[config.mk]
export PLATFORM = sky130hd
export DESIGN_NAME = mem_access
export DESIGN_NICKNAME = d
export VERILOG_FILES = /design/src/rtl/mem_access.sv
export SDC_FILE = /design/constraint.sdc
export NUM_CORES = 1
export LEC_CHECK = 0
export CAP_MARGIN = 20
export CORE_ASPECT_RATIO = 1.2
export CORE_MARGIN = 10
export CORE_UTILIZATION = 55
export DETAILED_ROUTE_END_ITERATION = 10
export DONT_BUFFER_PORTS = 1
export PLACE_DENSITY = 0.76
export SYNTH_ARGS = -nofsm -noshare
export SYNTH_HDL_FRONTEND = slang
export SYNTH_SLANG_ARGS = --single-unit
[constraint.sdc]
create_clock -name clock -period 3.89 [get_ports clock]
set_input_delay 1.167 -clock clock [delete_from_list [all_inputs] [get_ports clock]]
set_output_delay 1.167 -clock clock [all_outputs]
set_load 0.01 [all_outputs]
[src/rtl/mem_access.sv]
// Data-memory access stage: runs a req/ack transaction to a variable-latency data memory,
// formats load data and stalls the upstream pipeline while an access is outstanding.
module mem_access #(
  parameter int unsigned TIMEOUT = 255,
  parameter int unsigned CNT_W   = 8
) (
  input  logic        clock,
  input  logic        reset,
  input  logic        MemRead,
  input  logic        MemWrite,
  input  logic [1:0]  Mem_size,
  input  logic        Mem_unsigned,
  input  logic [31:0] Address,
  input  logic [31:0] Write_data,
  output logic        stall,
  output logic [31:0] Read_data,
  output logic        align_fault,
  output logic        timeout,
  output logic        dmem_req,
  output logic        dmem_we,
  output logic [31:0] dmem_addr,
  output logic [31:0] dmem_wdata,
  output logic [3:0]  dmem_be,
  input  logic [31:0] dmem_rdata,
  input  logic        dmem_ack
);

  typedef enum logic [1:0] {
    ST_IDLE = 2'b00,
    ST_WAIT = 2'b01,
    ST_DONE = 2'b10
  } state_t;

  localparam bit               TO_EN     = (TIMEOUT != 32'd0);
  localparam int unsigned      TO_LAST_I = TO_EN ? (TIMEOUT - 32'd1) : 32'd0;
  localparam logic [CNT_W-1:0] TO_LAST   = CNT_W'(TO_LAST_I);

  state_t           state_r;
  state_t           state_s;
  logic [CNT_W-1:0] cnt_r;
  logic             ld_r;
  logic [1:0]       ld_size_r;
  logic [1:0]       ld_lane_r;
  logic             ld_uns_r;
  logic             access_s;
  logic             misaligned_s;
  logic             issue_s;
  logic             timeout_hit_s;
  logic [3:0]       be_s;
  logic [31:0]      wdata_s;

  // Select the addressed byte/halfword lane and extend it to 32 bits.
  function automatic logic [31:0] fmt_load(input logic [31:0] rdata, input logic [1:0] size,
                                           input logic [1:0] lane, input logic uns);
    logic [7:0]  b;
    logic [15:0] h;
    logic [31:0] r;
    case (lane)
      2'b00:   b = rdata[7:0];
      2'b01:   b = rdata[15:8];
      2'b10:   b = rdata[23:16];
      default: b = rdata[31:24];
    endcase
    h = lane[1] ? rdata[31:16] : rdata[15:0];
    case (size)
      2'b00:   r = uns ? {24'h000000, b} : {{24{b[7]}}, b};
      2'b01:   r = uns ? {16'h0000, h} : {{16{h[15]}}, h};
      default: r = rdata;
    endcase
    return r;
  endfunction

  // Request decode: alignment check, byte enables and lane-replicated store data.
  always_comb begin
    access_s      = MemRead | MemWrite;
    timeout_hit_s = TO_EN && (cnt_r == TO_LAST);
    case (Mem_size)
      2'b00: begin
        misaligned_s = 1'b0;
        be_s         = 4'b0001 << Address[1:0];
        wdata_s      = {4{Write_data[7:0]}};
      end
      2'b01: begin
        misaligned_s = Address[0];
        be_s         = Address[1] ? 4'b1100 : 4'b0011;
        wdata_s      = {2{Write_data[15:0]}};
      end
      2'b10: begin
        misaligned_s = |Address[1:0];
        be_s         = 4'b1111;
        wdata_s      = Write_data;
      end
      default: begin
        misaligned_s = 1'b1;
        be_s         = 4'b0000;
        wdata_s      = 32'h0000_0000;
      end
    endcase
    issue_s = access_s & ~misaligned_s;
  end

  // State register.
  always_ff @(posedge clock or negedge reset) begin
    if (!reset) begin
      state_r <= ST_IDLE;
    end else begin
      state_r <= state_s;
    end
  end

  // Next-state logic; DONE never re-issues the instruction still sitting in EX/MEM.
  always_comb begin
    state_s = state_r;
    case (state_r)
      ST_IDLE: begin
        if (issue_s) state_s = ST_WAIT;
        else         state_s = ST_IDLE;
      end
      ST_WAIT: begin
        if (dmem_ack || timeout_hit_s) state_s = ST_DONE;
        else                           state_s = ST_WAIT;
      end
      ST_DONE: state_s = ST_IDLE;
      default: state_s = ST_IDLE;
    endcase
  end

  // Combinational outputs, forced low while reset is asserted.
  always_comb begin
    stall       = 1'b0;
    align_fault = 1'b0;
    if (!reset) begin
      stall       = 1'b0;
      align_fault = 1'b0;
    end else begin
      case (state_r)
        ST_IDLE: begin
          stall       = issue_s;
          align_fault = access_s & misaligned_s;
        end
        ST_WAIT: stall = 1'b1;
        default: begin
          stall       = 1'b0;
          align_fault = 1'b0;
        end
      endcase
    end
  end

  // Memory interface, wait counter and load-result registers.
  always_ff @(posedge clock or negedge reset) begin
    if (!reset) begin
      dmem_req   <= 1'b0;
      dmem_we    <= 1'b0;
      dmem_addr  <= 32'h0000_0000;
      dmem_wdata <= 32'h0000_0000;
      dmem_be    <= 4'b0000;
      Read_data  <= 32'h0000_0000;
      timeout    <= 1'b0;
      cnt_r      <= '0;
      ld_r       <= 1'b0;
      ld_size_r  <= 2'b00;
      ld_lane_r  <= 2'b00;
      ld_uns_r   <= 1'b0;
    end else begin
      timeout <= 1'b0;
      case (state_r)
        ST_IDLE: begin
          if (issue_s) begin
            dmem_req   <= 1'b1;
            dmem_we    <= MemWrite;
            dmem_addr  <= {Address[31:2], 2'b00};
            dmem_wdata <= wdata_s;
            dmem_be    <= be_s;
            cnt_r      <= '0;
            ld_r       <= ~MemWrite;
            ld_size_r  <= Mem_size;
            ld_lane_r  <= Address[1:0];
            ld_uns_r   <= Mem_unsigned;
          end
        end
        ST_WAIT: begin
          if (dmem_ack) begin
            dmem_req <= 1'b0;
            if (ld_r) Read_data <= fmt_load(dmem_rdata, ld_size_r, ld_lane_r, ld_uns_r);
          end else if (timeout_hit_s) begin
            dmem_req <= 1'b0;
            timeout  <= 1'b1;
            if (ld_r) Read_data <= 32'h0000_0000;
          end else begin
            cnt_r <= cnt_r + CNT_W'(1);
          end
        end
        default: begin
          cnt_r <= cnt_r;
        end
      endcase
    end
  end

endmodule

* Word level (Yosys, flattened, before mapping)
Cells that the tools add are included.
Storage, ports and cells: bits in latches 0, input bits 104, register bits after elaboration 117, memories 0, word-level logic and storage cells 74, RAM bits 0, ROM bits 0, output and inout port bits 105
Operators by class: div/mod/pow operators 0, multipliers 0, eq/ne operators 11, add/subtract/negate cells 1, bitwise gates (word level) 5, shifts and indexed selects 1, muxes and demuxes 31, reduce and logical (&&, ||, !) cells 12, order comparisons 0
Operators with widths (number):
- $mux 32 | 6
- $pmux 32 s3 | 1
- $pmux 32 s2 | 1
- $mux 8 | 3
- $pmux 8 s3 | 1
- $mux 16 | 1
- $pmux 8 s2 | 1
- $pmux 4 s3 | 1
- $mux 1 | 10
- $add 8x1->8 const B | 1
- $eq 2x1->1 const B | 4
- $eq 8x8->1 const B | 1
- $logic_not 2->1 | 4
- $ne 2x2->1 const B | 3
- $reduce_and 3->1 | 2
- $eq 2x2->1 const B | 2
- $mux 4 | 1
- $pmux 1 s2 | 2
- $pmux 2 s2 | 1
- $reduce_and 4->1 | 1
- $reduce_bool 2->1 | 2
- $shl 1x2->4 const A | 1
- $ne 3x3->1 const B | 1
- $pmux 1 s3 | 1
- other kinds (7) | 9

* Longest topological paths before layout
Gate-level depths: netlist (run 1).
depth after elaboration 6, mapped depth 7, mapped depth without buffers 6

* Worst setup path before layout (run 1)
No wires, ideal clock.
path kind input to output, start point input Mem_size[0], end point output stall, slack 239 ps, data arrival time 2484 ps, data required time 2723 ps, cell stages on the path 6, path buffers 2, cells stage by stage buf_2 -> or3_1 -> a211oi_2 -> buf_2 -> nor2_1 -> nor2_1
Between the ends: cells in the longest elaborated chain, start to end 6, elaborated cells between the ends (all ways) 8, classes of those cells 2 x eq/ne; 3 x mux; 2 x bitwise; 1 x reduce/logical
Ends and longest elaborated chain:
- from (decl) | RTL line 11 | input logic [1:0] Mem_size,
- $eq 2x2->1 (tied with other cells) | RTL line 77 | case (Mem_size)
- $pmux 1 s3 (*) | RTL line 77
- $not 1->1 (*) | RTL line 99 | issue_s = access_s & ~misaligned_s;
- $and 1x1->1 (*) | RTL line 99
- $pmux 1 s2 (*) | RTL line 136 | case (state_r)
- $mux 1 (*) | RTL line 132 | if (!reset) begin
- to (decl) | RTL line 15 | output logic stall,
Mark *: on every way between the ends. The rest lies on a longest branch, timed or not.

* Worst setup path in the final report (run 1)
Same ends and word-level chain as after synthesis.

==> impl_metrics.env, run 1 <==
export IMPL_cts_buffers=17
export IMPL_yosysMostFrequentCell="nand2_1"
export IMPL_min_path_type="input pin to async pin"
export IMPL_whs_ns=0.4598
export IMPL_dieArea_mm2=0.01397
export IMPL_htreeDepth=4
export IMPL_routed_via_density=5.937
export IMPL_track_usage=0.2085
export IMPL_ir_worst_vdd_uv=374.1
export IMPL_finalNetCount=648
export IMPL_cts_setup_buffers=0
export IMPL_cts_clk_slew_worst_paths_ns=0.05
export IMPL_grt_first_pass_wirelength_um=22640
export IMPL_cts_sinks=117
export IMPL_fin_tns_setup_ns=0
export IMPL_p_sw_frac=0.3577
export IMPL_antenna_found_initial=0
export IMPL_critPathKind="input pin to primary output"
export IMPL_gp_congestion=0.8655
export IMPL_worst_slew_pin_slew_ns=0.9469
export IMPL_drc=0
export IMPL_finalMaxSlewViolations=0
export IMPL_grt_ovfl_total=0
export IMPL_n_antenna_cell=0
export IMPL_dr_pass1_iters=7
export IMPL_reg2reg_depth=4
export IMPL_dieWidth_um=109.6
export IMPL_crit_fanout=16
export IMPL_coreArea_mm2=0.009467
export IMPL_synth_edf_count=0
export IMPL_finalHoldViolCount=0
export IMPL_synth_top_cell_by_area="dfrtp_1"
export IMPL_power_frac_comb=0.178
export IMPL_power_leakage_nw=2.914
export IMPL_ctsResizeCount=0
export IMPL_synth_area_top_cells="dfrtp_1, nand2_1, nor2_1, mux2i_1, a221oi_1"
export IMPL_clock_skew_ns=0.006243
export IMPL_wl_per_cell_um=21.69
export IMPL_cts_root_to_sink_buffers=2
export IMPL_endpoint_kind="primary output"
export IMPL_synth_area_per_cell_um2=9.595
export IMPL_slowest_delay_ns=0.44
export IMPL_synthFlopType="dfrtp_1"
export IMPL_area_growth_pct=12.33
export IMPL_cpMaxStageDelayCell="or3_1"
export IMPL_yosys_cell_types_count=44
export IMPL_worst_slack_ns=0.5836
export IMPL_period_minus_slack_ns=3.306
export IMPL_drive_gt1_frac=0.1027
export IMPL_cpMostUsedCell="nor2_1"
export IMPL_synth_warnings=0
export IMPL_path_cells="or3_1 > a211oi_4 > nor2_1 > nor2_1 > buf_4"
export IMPL_worstPathArrival_ns=2.14
export IMPL_finalCritPeriodShare=0.8500
export IMPL_power_density_mw_per_mm2=777.1
export IMPL_cts_hold_buf=0
export IMPL_slew_headroom=0.3688
export IMPL_status="completed"
export IMPL_dp_cells=644
export IMPL_insertion_delay_ns=0.41
export IMPL_num_rows=39
export IMPL_start_util=0.5595
export IMPL_hpwl_um=10860
export IMPL_stdcell_count=678
export IMPL_p_int_mw=2.969
export IMPL_power_switching_mw=1.654
export IMPL_synth_area_mm2=0.005296
export IMPL_wirelength_um=14710
export IMPL_portBuffers=0
export IMPL_worstPathRequired_ns=2.72
export IMPL_pre_cts_ws_ns=0.5761
export IMPL_clkPwrFrac=0.319
export IMPL_grt_pass1_vias=4107
export IMPL_cts_root_buf="clkbuf_16"
export IMPL_grt_max_degree=119
export IMPL_cts_tree="done"
export IMPL_fin_util=0.6285
export IMPL_cp_start_kind="input pin"
export IMPL_yosysSeqAreaShare=0.5528
export IMPL_p_seq_frac=0.503
export IMPL_drv_cap=0
export IMPL_ios=209
export IMPL_setup_violations=0
export IMPL_yosysTopAreaCellShare=0.5528
export IMPL_rsz0062_at_grt="no"
export IMPL_antenna_left=0
export IMPL_route_vias_total=4025
export IMPL_max_freq_ghz=0.3024
export IMPL_ys_async_sr_fraction=1.000
export IMPL_drt_iter0_markers=260
export IMPL_syn_inst=552
export IMPL_ys_ff_latch=117
export IMPL_yosys_top_cells_count="nand2_1, dfrtp_1, nor2_1"
export IMPL_die_h_um=127.5
critical path, delay by kind of cell:
kind	cells	cell delay [ns]
buffers and inverters	1	0.14
AND/OR/NAND/NOR	3	0.60
AO/OA/AOI/OAI	1	0.24
state kept, by name, summed over array words and instances, names as in the netlist:
name / flops
Read_data: 32
dmem_addr: 30
ld_size_r: 2
ld_lane_r: 2
timeout: 1
dmem_req: 1
cnt_r: 8
ld_r: 1
ld_uns_r: 1
dmem_we: 1
dmem_be: 4
dmem_wdata: 32
state_r: 2
layer usage:
layer | track usage | vias to the layer above | wire length [µm] | share of wire
met2 | 0.3338 | 193 | 7218 | 0.49
met5 | 0 | - | 0 | 0
met3 | 0.1157 | 24 | 2046 | 0.14
li1 | - | 1873 | - | -
met4 | 0.08512 | 0 | 229 | 0.016
met1 | 0.2226 | 1935 | 5212 | 0.35
stage by stage:
step                cell area [µm²]  power, mW
finish                         5949      4.623
global route                   5949      4.896
CTS                            5902      4.654
detailed placement             5335      3.175
global placement               5335      3.124
floorplan                      5300      2.869
logic make-up (layout without fill, tap and decap cells):
logic type,count (synthesis),in the layout,synth area share
fa+ha+maj,2,2,0.004724
compound gates,115,115,0.1649
simple gates,240,240,0.1840
flops,117,117,0.5528
mux,24,24,0.04937
buf+inv,52,54,0.04181
other cells,1,2,0.0007080
xor+xnor,1,1,0.001654
layout make-up:
type	instances	area, µm²
Fill cell	751	3517
Sequential cell	117	2928
Multi-Input combinational cell	384	2160
Clock buffer	18	439.2
Tap cell	123	153.9
Clock inverter	14	127.6
Timing Repair Buffer	7	85.08
Inverter	15	56.30
power by group through the flow:
stage	Combinational (mW)	Clock, mW	Sequential [mW]
2_1_floorplan	0.729	0	2.14
3_3_place_gp	0.774	0	2.35
3_5_place_dp	0.816	0	2.36
4_1_cts	0.815	1.49	2.35
5_1_grt	0.942	1.56	2.40
6_report	0.822	1.47	2.33
placed cells by master, fill, tap and decap left out, drive strengths merged, types with 10 or more instances in the layout:
cell type / netlist / layout
a211oi: 10 / 10
a21o: 11 / 11
o21ai: 27 / 27
clkbuf: 24 / 18
a221o: 16 / 16
a221oi: 18 / 18
inv: 14 / 18
nor2: 50 / 50
dfrtp: 117 / 117
a21oi: 13 / 13
mux2i: 16 / 16
nand2: 161 / 161
worst paths after layout:
check	from	end	slack (ns)
worst max-delay path	Mem_size[0]	stall	0.58
worst min-delay path	reset	Read_data[17]$_DFFE_PN0P_	0.46
worst max register to register	ld_lane_r[1]$_DFFE_PN0P_	Read_data[10]$_DFFE_PN0P_	1.47
worst min register to register	ld_r$_DFFE_PN0P_	ld_r$_DFFE_PN0P_	0.53
max in group asynchronous	reset	ld_lane_r[1]$_DFFE_PN0P_	3.22
min in group clock	ld_r$_DFFE_PN0P_	ld_r$_DFFE_PN0P_	0.53
(Power assumes the default switching activity.)
==> inputs of run 2 (changes only) <==
- clock period: 3.89 -> 3.2 ns (I/O delays scaled with it)
==> run 2 against run 1 <==
Compared with the run above: cell count decreased by 0.15%; critical path type unchanged; clock-buffer cell count increased by 1; die area unchanged; first-iteration DRC count increased by 6.2%; register-to-register slack got worse by 0.64 ns.
==> impl_metrics.env, run 2 (same netlist as run 1, synthesis figures left out) <==
export IMPL_wl_per_cell_um=22.31
export IMPL_antenna_found_initial=0
export IMPL_crit_fanout=16
export IMPL_dieWidth_um=109.6
export IMPL_n_antenna_cell=0
export IMPL_status="completed"
export IMPL_worst_slew_pin_slew_ns=0.9731
export IMPL_dieArea_mm2=0.01397
export IMPL_r2r_end="Read_data[9]$_DFFE_PN0P_"
export IMPL_period_minus_slack_ns=2.838
export IMPL_portBuffers=0
export IMPL_insertion_delay_ns=0.41
export IMPL_timing_rr_start="ld_lane_r[1]$_DFFE_PN0P_"
export IMPL_slowest_delay_ns=0.41
export IMPL_cts_buffers=17
export IMPL_clock_skew_ns=0.004716
export IMPL_dr_pass1_iters=4
export IMPL_place_area_mm2=0.005363
export IMPL_reg2reg_depth=4
export IMPL_min_path_type="input pin to async pin"
export IMPL_num_rows=39
export IMPL_largest_registers="Read_data (32), dmem_wdata (32), dmem_addr (30)"
export IMPL_cts_tree="done"
export IMPL_stdcell_count=677
export IMPL_grt_first_pass_wirelength_um=23310
export IMPL_finalCritPeriodShare=0.8870
export IMPL_pre_cts_ws_ns=0.2926
export IMPL_drive_gt1_frac=0.1029
export IMPL_layout_common_cells="nand2_1, dfrtp_1, nor2_1"
export IMPL_cts_hold_buf=0
export IMPL_route_vias_total=4065
export IMPL_drv_cap=0
export IMPL_grt_pass1_vias=4173
export IMPL_finalMaxSlewViolations=0
export IMPL_critPathKind="input pin to primary output"
export IMPL_die_h_um=127.5
export IMPL_cts_clk_slew_worst_paths_ns=0.06
export IMPL_gp_congestion=0.8697
export IMPL_htreeDepth=4
export IMPL_worstPathArrival_ns=1.88
export IMPL_power_leakage_nw=2.932
export IMPL_ctsResizeCount=0
export IMPL_setup_violations=0
export IMPL_endpoint_kind="primary output"
export IMPL_worst_slack_ns=0.3617
export IMPL_worstPathRequired_ns=2.24
export IMPL_wirelength_um=15110
export IMPL_finalHoldViolCount=0
export IMPL_final_cell_area_mm2=0.005986
export IMPL_antenna_left=0
export IMPL_fin_tns_setup_ns=0
export IMPL_dp_cells=645
export IMPL_cts_setup_buffers=0
export IMPL_drt_iter0_markers=276
export IMPL_hpwl_um=10960
export IMPL_area_growth_pct=13.02
export IMPL_fin_util=0.6323
export IMPL_cts_sinks=117
export IMPL_cpMaxStageDelayCell="or3_4"
export IMPL_cts_root_to_sink_buffers=2
export IMPL_coreArea_mm2=0.009467
export IMPL_cts_root_buf="clkbuf_16"
export IMPL_drc=0
export IMPL_grt_max_degree=119
export IMPL_routed_via_density=6.004
export IMPL_track_usage=0.2150
export IMPL_mostFrequentLayoutCell="nand2_1"
export IMPL_finalNetCount=647
export IMPL_ir_worst_vdd_uv=544.4
export IMPL_rsz0062_at_grt="no"
export IMPL_max_freq_ghz=0.3523
export IMPL_start_util=0.5595
export IMPL_power_density_mw_per_mm2=974.0
export IMPL_rrSetupSlack_ns=0.83
export IMPL_ios=209
export IMPL_cp_start_kind="input pin"
export IMPL_path_cells="or3_4 > a211oi_4 > nor2_1 > nor2_2"
export IMPL_slew_headroom=0.3497
export IMPL_grt_ovfl_total=0
run 2: per-layer routing:
metal | wire length, µm | up-vias | global-route usage
met3 | 2165 | 24 | 0.1217
met1 | 5230 | 1970 | 0.2322
li1 | - | 1868 | -
met4 | 317 | 0 | 0.08896
met5 | 0 | - | 0
met2 | 7394 | 203 | 0.3387
run 2: metrics by stage:
step | power [mW] | hold WS, ns
after floorplan | 3.494 | 0.4423
after global placement | 3.809 | 0.4694
after detailed placement | 3.877 | 0.4643
after CTS | 5.887 | 0.2350
after global routing | 6.174 | 0.2242
final | 5.830 | 0.2458
run 2: how the worst max path moves through the flow:
stage	slack, ns	to	start	cells past startpoint
floorplan	0.03	stall	Mem_size[0]	6
global placement	0.34	cnt_r[3]$_DFFE_PN0P_	Mem_size[0]	5
detailed placement	0.29	cnt_r[4]$_DFFE_PN0P_	Mem_size[0]	5
CTS	0.36	stall	Mem_size[0]	4
global route	0.31	stall	Mem_size[0]	4
finish	0.36	stall	Mem_size[0]	4
run 2: cell type report:
type                    count  area [µm²]
fillers                   791        3481
flip-flops and latches    117        2928
multi-input cells         384        2167
clock buffers              19       442.9
clock inverters            13       180.2
well taps                 123       153.9
repair buffers              6       57.56
inverters                  15       56.30
run 2: critical path, delay by kind of cell:
family / cells / cell delay, ns
AO/OA/AOI/OAI: 1 / 0.26
AND/OR/NAND/NOR: 3 / 0.66
run 2: power breakdown:
part	leakage [nW]	internal [mW]	switching, mW	total (mW)
registers	1.46	2.04	0.800	2.84
clock network	0.299	1.32	0.669	1.99
logic	1.18	0.473	0.533	1.01
total	2.93	3.83	2.00	5.83
